[src/rtl/bl_wl_programmer.sv]
// Row programmer for a BL/WL-addressed configuration SRAM bank: one row write or
// whole-array clear per valid/ready handshake, with fixed setup/pulse/hold sequencing.
//
// state | meaning
// IDLE  | ready for a request; done/err pulse appears here after an operation
// SETUP | bit lines driven with row data, word lines low
// PULSE | selected word line high, bit lines held
// HOLD  | word line low again, bit lines still held for one cycle
// CLR   | shared cell reset asserted, bit and word lines low
// ERR   | one-cycle sink for an out-of-range row address
module bl_wl_programmer #(
    parameter int NUM_BL       = 8,
    parameter int NUM_WL       = 8,
    parameter int WL_ADDR_W    = 3,
    parameter int SETUP_CYCLES = 1,
    parameter int PULSE_CYCLES = 2
) (
    input  logic                 prog_clk,
    input  logic                 RSTN,
    input  logic                 cfg_valid,
    output logic                 cfg_ready,
    input  logic                 cfg_clear,
    input  logic [WL_ADDR_W-1:0] cfg_wl_addr,
    input  logic [NUM_BL-1:0]    cfg_data,
    output logic [NUM_BL-1:0]    bl,
    output logic [NUM_WL-1:0]    wl,
    output logic                 sram_rst,
    output logic                 busy,
    output logic                 done,
    output logic                 err
);

    localparam int MAX_CYC = (SETUP_CYCLES > PULSE_CYCLES) ? SETUP_CYCLES : PULSE_CYCLES;
    localparam int CNT_W   = $clog2(MAX_CYC + 1);
    localparam logic [CNT_W-1:0]  SETUP_LOAD = CNT_W'(SETUP_CYCLES - 1);
    localparam logic [CNT_W-1:0]  PULSE_LOAD = CNT_W'(PULSE_CYCLES - 1);
    localparam logic [NUM_WL-1:0] WL_ONE     = {{(NUM_WL-1){1'b0}}, 1'b1};

    typedef enum logic [2:0] {
        IDLE  = 3'd0,
        SETUP = 3'd1,
        PULSE = 3'd2,
        HOLD  = 3'd3,
        CLR   = 3'd4,
        ERR   = 3'd5
    } state_t;

    state_t                 state, state_d;
    logic [CNT_W-1:0]       cnt, cnt_d;
    logic [WL_ADDR_W-1:0]   addr_q, addr_d;
    logic [NUM_BL-1:0]      bl_d;
    logic [NUM_WL-1:0]      wl_d;
    logic                   rst_d, busy_d, done_d, err_d, ready_d;
    logic                   cnt_zero;

    assign cnt_zero = (cnt == '0);

    always_ff @(posedge prog_clk or negedge RSTN) begin
        if (!RSTN) begin
            state     <= IDLE;
            cnt       <= '0;
            addr_q    <= '0;
            bl        <= '0;
            wl        <= '0;
            sram_rst  <= 1'b0;
            busy      <= 1'b0;
            done      <= 1'b0;
            err       <= 1'b0;
            cfg_ready <= 1'b0;
        end else begin
            state     <= state_d;
            cnt       <= cnt_d;
            addr_q    <= addr_d;
            bl        <= bl_d;
            wl        <= wl_d;
            sram_rst  <= rst_d;
            busy      <= busy_d;
            done      <= done_d;
            err       <= err_d;
            cfg_ready <= ready_d;
        end
    end

    // Outputs are computed for the next state and registered, so every line
    // changes only on a clock edge and the counter reloads on each state entry.
    always_comb begin
        state_d = state;
        cnt_d   = cnt;
        addr_d  = addr_q;
        bl_d    = bl;
        wl_d    = '0;
        rst_d   = 1'b0;
        done_d  = 1'b0;
        err_d   = 1'b0;

        case (state)
            IDLE: begin
                if (cfg_valid && cfg_ready) begin
                    if (cfg_clear) begin
                        state_d = CLR;
                        cnt_d   = PULSE_LOAD;
                        rst_d   = 1'b1;
                        bl_d    = '0;
                    end else if (int'(cfg_wl_addr) >= NUM_WL) begin
                        state_d = ERR;
                        bl_d    = '0;
                    end else begin
                        state_d = SETUP;
                        cnt_d   = SETUP_LOAD;
                        addr_d  = cfg_wl_addr;
                        bl_d    = cfg_data;
                    end
                end
            end
            SETUP: begin
                if (cnt_zero) begin
                    state_d = PULSE;
                    cnt_d   = PULSE_LOAD;
                    wl_d    = WL_ONE << addr_q;
                end else begin
                    cnt_d = cnt - 1'b1;
                end
            end
            PULSE: begin
                if (cnt_zero) begin
                    state_d = HOLD;
                end else begin
                    cnt_d = cnt - 1'b1;
                    wl_d  = WL_ONE << addr_q;
                end
            end
            HOLD: begin
                state_d = IDLE;
                bl_d    = '0;
                done_d  = 1'b1;
            end
            CLR: begin
                if (cnt_zero) begin
                    state_d = IDLE;
                    done_d  = 1'b1;
                end else begin
                    cnt_d = cnt - 1'b1;
                    rst_d = 1'b1;
                end
            end
            ERR: begin
                state_d = IDLE;
                err_d   = 1'b1;
            end
            default: begin
                state_d = IDLE;
                bl_d    = '0;
            end
        endcase

        busy_d  = (state_d != IDLE);
        ready_d = (state_d == IDLE);
    end

endmodule

[config.mk]
export PLATFORM = sky130hd
export DESIGN_NAME = bl_wl_programmer
export DESIGN_NICKNAME = d
export VERILOG_FILES = /design/src/rtl/bl_wl_programmer.sv
export SDC_FILE = /design/constraint.sdc
export NUM_CORES = 1
export LEC_CHECK = 0
export BUFFER_PORTS_ARGS = -buffer_cell sky130_fd_sc_hd__buf_2
export CORE_ASPECT_RATIO = 0.5
export CORE_MARGIN = 2
export CORE_UTILIZATION = 50
export DETAILED_ROUTE_END_ITERATION = 10
export PLACE_DENSITY = 0.76
export SLEW_MARGIN = 10
export SYNTH_ARGS = -nofsm -noshare
export SYNTH_HDL_FRONTEND = slang
export SYNTH_SLANG_ARGS = --single-unit
[constraint.sdc]
create_clock -name prog_clk -period 2.8 [get_ports prog_clk]
set_input_delay 0.42 -clock prog_clk [delete_from_list [all_inputs] [get_ports prog_clk]]
set_output_delay 0.42 -clock prog_clk [all_outputs]
set_load 0.03 [all_outputs]
After elaboration in Yosys (flattened, before gate mapping)
Cells that the tools add are included.
{"block": "op_classes", "reduce_logical": 11, "mux": 24, "n_bitwise": 2, "mul": 0, "addsub": 1, "magnitude_cmp": 0, "n_div": 0, "shifts": 1, "eq_ne": 7}
{"cell": "two-way mux 8 bit", "n": 4}
{"cell": "case mux 8 bit (2 select lines)", "n": 2}
{"cell": "two-way mux 3 bit", "n": 5}
{"cell": "case mux 3 bit (4 select lines)", "n": 1}
{"cell": "<< shifter 1 x 3 -> 8 bit (first input constant)", "n": 1}
{"cell": "equality test 3 x 2 -> 1 bit (second input constant)", "n": 2}
{"cell": "equality test 3 bit (second input constant)", "n": 2}
{"cell": "zero test 3 bit", "n": 2}
{"cell": "two-way mux 1 bit", "n": 6}
{"cell": "two-way mux 2 bit", "n": 3}
{"cell": "case mux 2 bit (3 select lines)", "n": 1}
{"cell": "AND reduction 3 bit", "n": 2}
{"cell": "nonzero test 3 bit", "n": 2}
{"cell": "!= test 2 bit (second input constant)", "n": 2}
{"cell": "case mux 1 bit (2 select lines)", "n": 2}
{"cell": "OR reduction 4 bit", "n": 1}
{"cell": "equality test 3 x 1 -> 1 bit (second input constant)", "n": 1}
{"cell": "zero test 2 bit", "n": 1}
{"cell": "inverter 1 bit", "n": 2}
{"cell": "AND reduction 2 bit", "n": 1}
{"cell": "OR reduction 2 bit", "n": 1}
{"cell": "subtractor 2 x 1 -> 2 bit (second input constant)", "n": 1}
{"cell": "logical AND 1 bit", "n": 1}
{"block": "totals", "mem_bits_ro": 0, "out_inout_bits": 21, "n_memories": 0, "ramBits": 0, "wordCells": 56, "latchBits": 0, "reg_bits": 29, "inputBits": 15}

Logic depth before layout (Yosys ltp)
Gate-level depths: netlist (run 1).
{"block": "logic_depth", "depth_word": 4, "depth_mapped": 6, "ltp_nobuf": 5}

Least setup slack after synthesis (run 1)
OpenSTA, ideal clock, no wires.
{"block": "synth_path", "path_type": "register to register", "start": "reg state[1]", "end": "reg addr_q[0]", "required_ns": 2.675, "synth_period_minus_slack_ns": 1.563, "slack_ns": 1.237, "setup_time_ns": 0.125, "arrival_time_ns": 1.438, "n_path_buf": 1, "stages_incl_launch_ff": 5, "path_cell_list": "dfrtp_1 buf_6 nor4_4 and2b_4 mux2_4"}
{"block": "synth_between", "elab_chain_len": 2}
{"item": "start, declared", "line": "48", "source": "state_t state, state_d;"}
{"item": "start signal, assigned", "line": "71", "source": "state <= state_d;"}
{"item": "zero test 3 bit", "line": "96", "source": "case (state)"}
{"item": "AND reduction 3 bit (no source line)"}
{"item": "end signal, assigned", "line": "73", "source": "addr_q <= addr_d;"}
{"item": "end, declared", "line": "50", "source": "logic [WL_ADDR_W-1:0] addr_q, addr_d;"}
Every way passes these cells.
A chain may end at the register's enable or synchronous reset.

Final worst setup path (run 1)
{"block": "layout_path", "start": "reg state[0]", "end": "reg addr_q[1]"}
The elaborated chain is that of the path after synthesis.

==> results.sh, run 1 <==
export IMPL_root_buffer="clkbuf_8"
export IMPL_setup_tns_ns=0
export IMPL_post_dp_hpwl_um=1790
export IMPL_status="completed"
export IMPL_fmax_mhz=531
export IMPL_start_util_pct=52.8
export IMPL_grt_pass1_vias=907
export IMPL_cts_resized=0
export IMPL_critPathBufInv=0
export IMPL_cts_htree_levels=2
export IMPL_clk_latency_ns=0.29
export IMPL_synthFlopType="dfrtp_1"
export IMPL_antenna_cells=0
export IMPL_ioPinCount=36
export IMPL_syn_nets=146
export IMPL_critPathSlowestCell="dfrtp_1"
export IMPL_ys_warn_count=0
export IMPL_skew_ns=0.00497
export IMPL_arrival_ns=2.05
export IMPL_wl_um=2520
export IMPL_grtUsageTotal_pct=17.8
export IMPL_p_leak_nw=0.830
export IMPL_netlist_top_cells_area="dfrtp_1, mux2i_1, inv_1"
export IMPL_drive_gt1_share_pct=30.9
export IMPL_vias=997
export IMPL_grt_max_degree=30
export IMPL_layout_min_cycle_time_ns=1.88
export IMPL_layout_commonest_cell="buf_2"
export IMPL_cp_start_kind="flip-flop"
export IMPL_cts_tree="yes"
export IMPL_fin_area_um2=1650
export IMPL_irDropWorstVdd_mv=0.511
export IMPL_worst_hold_path_type="primary input to async pin"
export IMPL_syn_to_final_growth_pct=19.4
export IMPL_wl_per_cell_um=12.5
export IMPL_ant_nets=0
export IMPL_finalCritPeriodShare_pct=67.3
export IMPL_crit_chain="nor4_4 > and2b_4 > mux2_4"
export IMPL_post_cts_setup_buffers=0
export IMPL_die_w_um=78.4
export IMPL_synth_area_um2=1380
export IMPL_drc_errors=0
export IMPL_setup_ws_ns=0.916
export IMPL_yosysTopAreaCell="dfrtp_1"
export IMPL_first_pass_iters=4
export IMPL_cts_clk_slew_worst_paths_ns=0.06
export IMPL_coreArea_um2=2620
export IMPL_post_place_ws_ns=0.924
export IMPL_avgSynthCellArea_um2=10.7
export IMPL_drtIter0Drc=32
export IMPL_cts_num_sinks=29
export IMPL_worst_path_largest_cell_delay_ns=0.61
export IMPL_cts_hold_buf=0
export IMPL_final_cell_mix="buf_2, dfrtp_1, inv_1"
export IMPL_ys_async_sr_fraction_pct=100
export IMPL_required_ns=2.97
export IMPL_cp_top_family="simple AND/OR/NAND/NOR gates"
export IMPL_power_density_nw_per_um2=1230
export IMPL_synth_edf_count=0
export IMPL_grt_setup_unrepaired="false"
export IMPL_synthDominantCellAreaShare_pct=52.5
export IMPL_grt_pass1_wl_um=3980
export IMPL_ys_ff_latch=29
export IMPL_nets=181
export IMPL_cp_max_fo=21
export IMPL_worstSetupEndpointType="flip-flop"
export IMPL_numCtsBuffers=5
export IMPL_die_h_um=41.2
export IMPL_syn_inst=129
export IMPL_whs_ns=0.143
export IMPL_slew_viol_final=0
export IMPL_routabilityCongestion=0.744
export IMPL_worstSetupPathType="flip-flop to flip-flop"
export IMPL_vias_per_cell=4.94
export IMPL_tightest_slew_ns=0.632
export IMPL_place_area_um2=1560
export IMPL_rows=13
export IMPL_portBuffers=35
export IMPL_antenna_found_initial=0
export IMPL_ys_types=37
export IMPL_ys_seq_area_share_pct=52.5
export IMPL_dieArea_um2=3230
export IMPL_finalHoldViolCount=0
export IMPL_setup_viol=0
export IMPL_overflow=0
export IMPL_slew_limit_headroom_pct=57.9
export IMPL_cts_max_path_buffers=2
export IMPL_final_core_util_pct=63.0
export IMPL_maxCapViolCount=0
[kinds of logic after synthesis]
family          synth area share, %
simple gates                   18.4
flops                          52.5
compound gates                 11.2
buf+inv                        6.42
mux                            9.05
fa+ha+maj                      1.81
xor+xnor                      0.634
[through the flow]
stage | instances | total power, mW
CTS | 202 | 2.04
global placement | 194 | 1.68
floorplan | 129 | 1.50
detailed placement | 194 | 1.70
finish | 202 | 2.03
global route | 202 | 2.18
[cell usage after synthesis, types with 3 or more instances]
master,n
nor2_1,12
nor3_1,5
nand2b_1,5
mux2i_1,8
mux2_4,3
nor3b_1,3
inv_1,13
nand2_1,12
buf_2,5
dfrtp_1,29
[per-layer routing]
metal | vias up | wire, um | track usage, %
met5 | - | 0 | 0
met4 | 0 | 47 | 11.8
met3 | 4 | 167 | 5.95
met2 | 25 | 1180 | 30.4
met1 | 465 | 1130 | 20.6
li1 | 503 | - | -
[final cells by class]
type                            instances  area, um^2
Clock buffer                            5        68.8
Clock inverter                          3        17.5
Fill cell                             221         968
Inverter                               13        48.8
Multi-Input combinational cell         80         568
Sequential cell                        29         726
Tap cell                               37        46.3
Timing Repair Buffer                   35         175
[registers in the layout, summed over array words and instances, names as in the netlist]
register	cells
sram_rst	1
cfg_ready	1
done	1
wl	8
state	3
err	1
cnt	2
bl	8
addr_q	3
busy	1
[power breakdown]
part	internal, mW	total (mW)	switching (mW)
clock network	0.171	0.332	0.161
logic	0.394	0.953	0.559
registers	0.574	0.744	0.170
total	1.14	2.03	0.890
[worst register-to-register path, stage by stage, from the launching register on]
cell and delay, ns:
dfrtp_1 0.61, nor4_4 0.58, and2b_4 0.28, mux2_4 0.30
[worst paths after layout]
| path | from | end | slack, ns | cells after the start |
|---|---|---|---|---|
| min in group prog_clk | cfg_wl_addr[1] | addr_q[1] | 0.37 | 2 |
| max reg2reg | state[0] | addr_q[1] | 0.92 | 3 |
| min reg2reg | bl[1] | bl[1] | 0.52 | 2 |
| max | state[0] | addr_q[1] | 0.92 | 3 |
| min | RSTN | err | 0.14 | 1 |
| max in group asynchronous | RSTN | wl[7] | 2.25 | 1 |
Power figures use the tool's default switching activity.
==> run 2, diff against run 1 <==
--- a/config.mk
+++ b/config.mk
@@ -8,9 +8,9 @@
 export BUFFER_PORTS_ARGS = -buffer_cell sky130_fd_sc_hd__buf_2
 export CORE_ASPECT_RATIO = 0.5
 export CORE_MARGIN = 2
-export CORE_UTILIZATION = 50
+export CORE_UTILIZATION = 46
 export DETAILED_ROUTE_END_ITERATION = 10
-export PLACE_DENSITY = 0.76
+export PLACE_DENSITY = 0.74
 export SLEW_MARGIN = 10
 export SYNTH_ARGS = -nofsm -noshare
 export SYNTH_HDL_FRONTEND = slang
==> constraint.sdc (replaced) <==
create_clock -name prog_clk -period 1.55 [get_ports prog_clk]
set_input_delay 0.2325 -clock prog_clk [delete_from_list [all_inputs] [get_ports prog_clk]]
set_output_delay 0.2325 -clock prog_clk [all_outputs]
set_load 0.03 [all_outputs]
==> run 2 against run 1 <==
Sequential share of layout area down 3.9 points. Utilization up 3.7 points. Global-route usage up 0.85 points. Cell area up 9.9%. Clock power up 140%. Total power up 110%. Largest power group unchanged. Non-clock buffer count up 14. Combinational power up 120%. Register-to-register slack worse by 0.88 ns. Largest cell class unchanged. First-iteration DRC count up 16%. Critical path depth up 2.
==> results.sh, run 2 (synthesis results as in run 1) <==
export IMPL_status="completed"
export IMPL_final_cell_mix="buf_2, dfrtp_1, inv_1"
export IMPL_root_buffer="clkbuf_8"
export IMPL_cp_start_kind="flip-flop"
export IMPL_die_h_um=42.8
export IMPL_layout_cells_non_filler=216
export IMPL_layout_min_cycle_time_ns=1.51
export IMPL_fin_area_um2=1810
export IMPL_p_leak_nw=0.917
export IMPL_cts_num_sinks=29
export IMPL_grt_pass1_vias=1117
export IMPL_dieArea_um2=3490
export IMPL_slew_limit_headroom_pct=58.0
export IMPL_dr_wl_met3_um=133
export IMPL_worstSetupPathType="flip-flop to flip-flop"
export IMPL_grt_pass1_wl_um=4840
export IMPL_die_w_um=81.5
export IMPL_whs_ns=0.188
export IMPL_cp_max_fo=3
export IMPL_worst_hold_path_type="primary input to flip-flop"
export IMPL_fillers=208
export IMPL_largestRegisters="bl (8), wl (8)"
export IMPL_slew_viol_final=0
export IMPL_portBuffers=35
export IMPL_wl_met2_um=1380
export IMPL_post_place_cells=204
export IMPL_worst_path_largest_cell_delay_ns=0.45
export IMPL_ioPinCount=36
export IMPL_setup_tns_ns=0
export IMPL_routabilityCongestion=0.763
export IMPL_arrival_ns=1.73
export IMPL_antenna_found_initial=0
export IMPL_highest_layer="met4"
export IMPL_coreArea_um2=2720
export IMPL_clk_latency_ns=0.28
export IMPL_vias_per_cell=4.94
export IMPL_setup_viol=0
export IMPL_start_util_pct=50.9
export IMPL_crit_chain="inv_1 > ha_2 > or3b_2 > a21oi_2 > o31a_1"
export IMPL_fmax_mhz=662
export IMPL_worstSetupEndpointType="flip-flop"
export IMPL_critPathSlowestCell="or3b_2"
export IMPL_ant_nets=0
export IMPL_cts_htree_levels=2
export IMPL_final_core_util_pct=66.7
export IMPL_required_ns=1.77
export IMPL_drt_met1_wl_um=1260
export IMPL_cts_tree="yes"
export IMPL_irDropWorstVdd_mv=0.978
export IMPL_drtIter0Drc=37
export IMPL_maxCapViolCount=0
export IMPL_skew_ns=0.00268
export IMPL_wl_per_cell_um=12.9
export IMPL_layout_commonest_cell="buf_2"
export IMPL_drc_errors=0
export IMPL_grt_max_degree=30
export IMPL_numCtsBuffers=5
export IMPL_tightest_slew_ns=0.630
export IMPL_power_density_nw_per_um2=2310
export IMPL_post_place_ws_ns=0.000598
export IMPL_overflow=0
export IMPL_grtUsageTotal_pct=18.7
export IMPL_syn_to_final_growth_pct=31.1
export IMPL_vias=1068
export IMPL_finalCritPeriodShare_pct=97.4
export IMPL_cts_max_path_buffers=2
export IMPL_setup_ws_ns=0.0398
export IMPL_place_area_um2=1650
export IMPL_cts_clk_slew_worst_paths_ns=0.06
export IMPL_power_mw=4.19
export IMPL_nets=195
export IMPL_antenna_cells=0
export IMPL_wl_um=2800
export IMPL_first_pass_iters=4
export IMPL_drive_gt1_share_pct=37.4
export IMPL_finalHoldViolCount=0
export IMPL_post_dp_hpwl_um=1870
export IMPL_rows=13
export IMPL_grt_setup_unrepaired="true"
[run 2: cell types whose count changed in the layout (fill, tap and decap cells not counted), sizes merged]
cell / previous run / this run
bufinv: 0 / 1
clkinvlp: 1 / 0
clkinv: 2 / 0
dlygate4sd3: 0 / 1
clkbuf: 5 / 7
buf: 35 / 48
[run 2: worst paths after layout]
path                       slack, ns      startpoint  cells after the start         to
max                             0.04          cnt[1]                      5     cnt[1]
min                             0.19  cfg_wl_addr[2]                      2  addr_q[2]
max reg2reg                     0.04          cnt[1]                      5     cnt[1]
min reg2reg                     0.51           bl[3]                      2      bl[3]
max in group asynchronous       0.60            RSTN                      2   state[2]
min in group asynchronous       0.51            RSTN                      2  cfg_ready
[run 2: worst max-delay path, delay by kind of cell, from the launching register on]
| kind | cells | cell delay [ns] |
|---|---|---|
| buf+inv | 1 | 0.07 |
| fa+ha+maj | 1 | 0.26 |
| compound gates | 2 | 0.26 |
| flops | 1 | 0.40 |
| simple gates | 1 | 0.45 |
[run 2: per-layer routing]
layer / vias up / GRT usage (%)
met4: 0 / 8.14
met2: 27 / 31.6
met1: 512 / 21.9
met5: - / 0
li1: 526 / -
met3: 3 / 5.74
[run 2: timing repair]
item	CTS	global route
endpoints found under the setup margin	4	11
pin swaps	1	1
resized for setup	1	3
hold endpoints to repair	29	0
hold buffers	1	0
buffers inserted	1	2
[run 2: final cells by class]
cell class	instances	area, um^2	area share, %
Multi-Input combinational cell	80	579	32.0
Timing Repair Buffer	49	295	16.3
Inverter	13	48.8	2.69
Sequential cell	29	727	40.1
Clock buffer	7	86.3	4.76
Tap cell	37	46.3	2.55
Clock inverter	1	30.0	1.66
[run 2: report_power, final]
group | internal [mW] | switching (mW) | total [mW]
Combinational | 0.934 | 1.19 | 2.12
Sequential | 1.04 | 0.222 | 1.26
Clock | 0.523 | 0.277 | 0.800
Total | 2.50 | 1.69 | 4.19
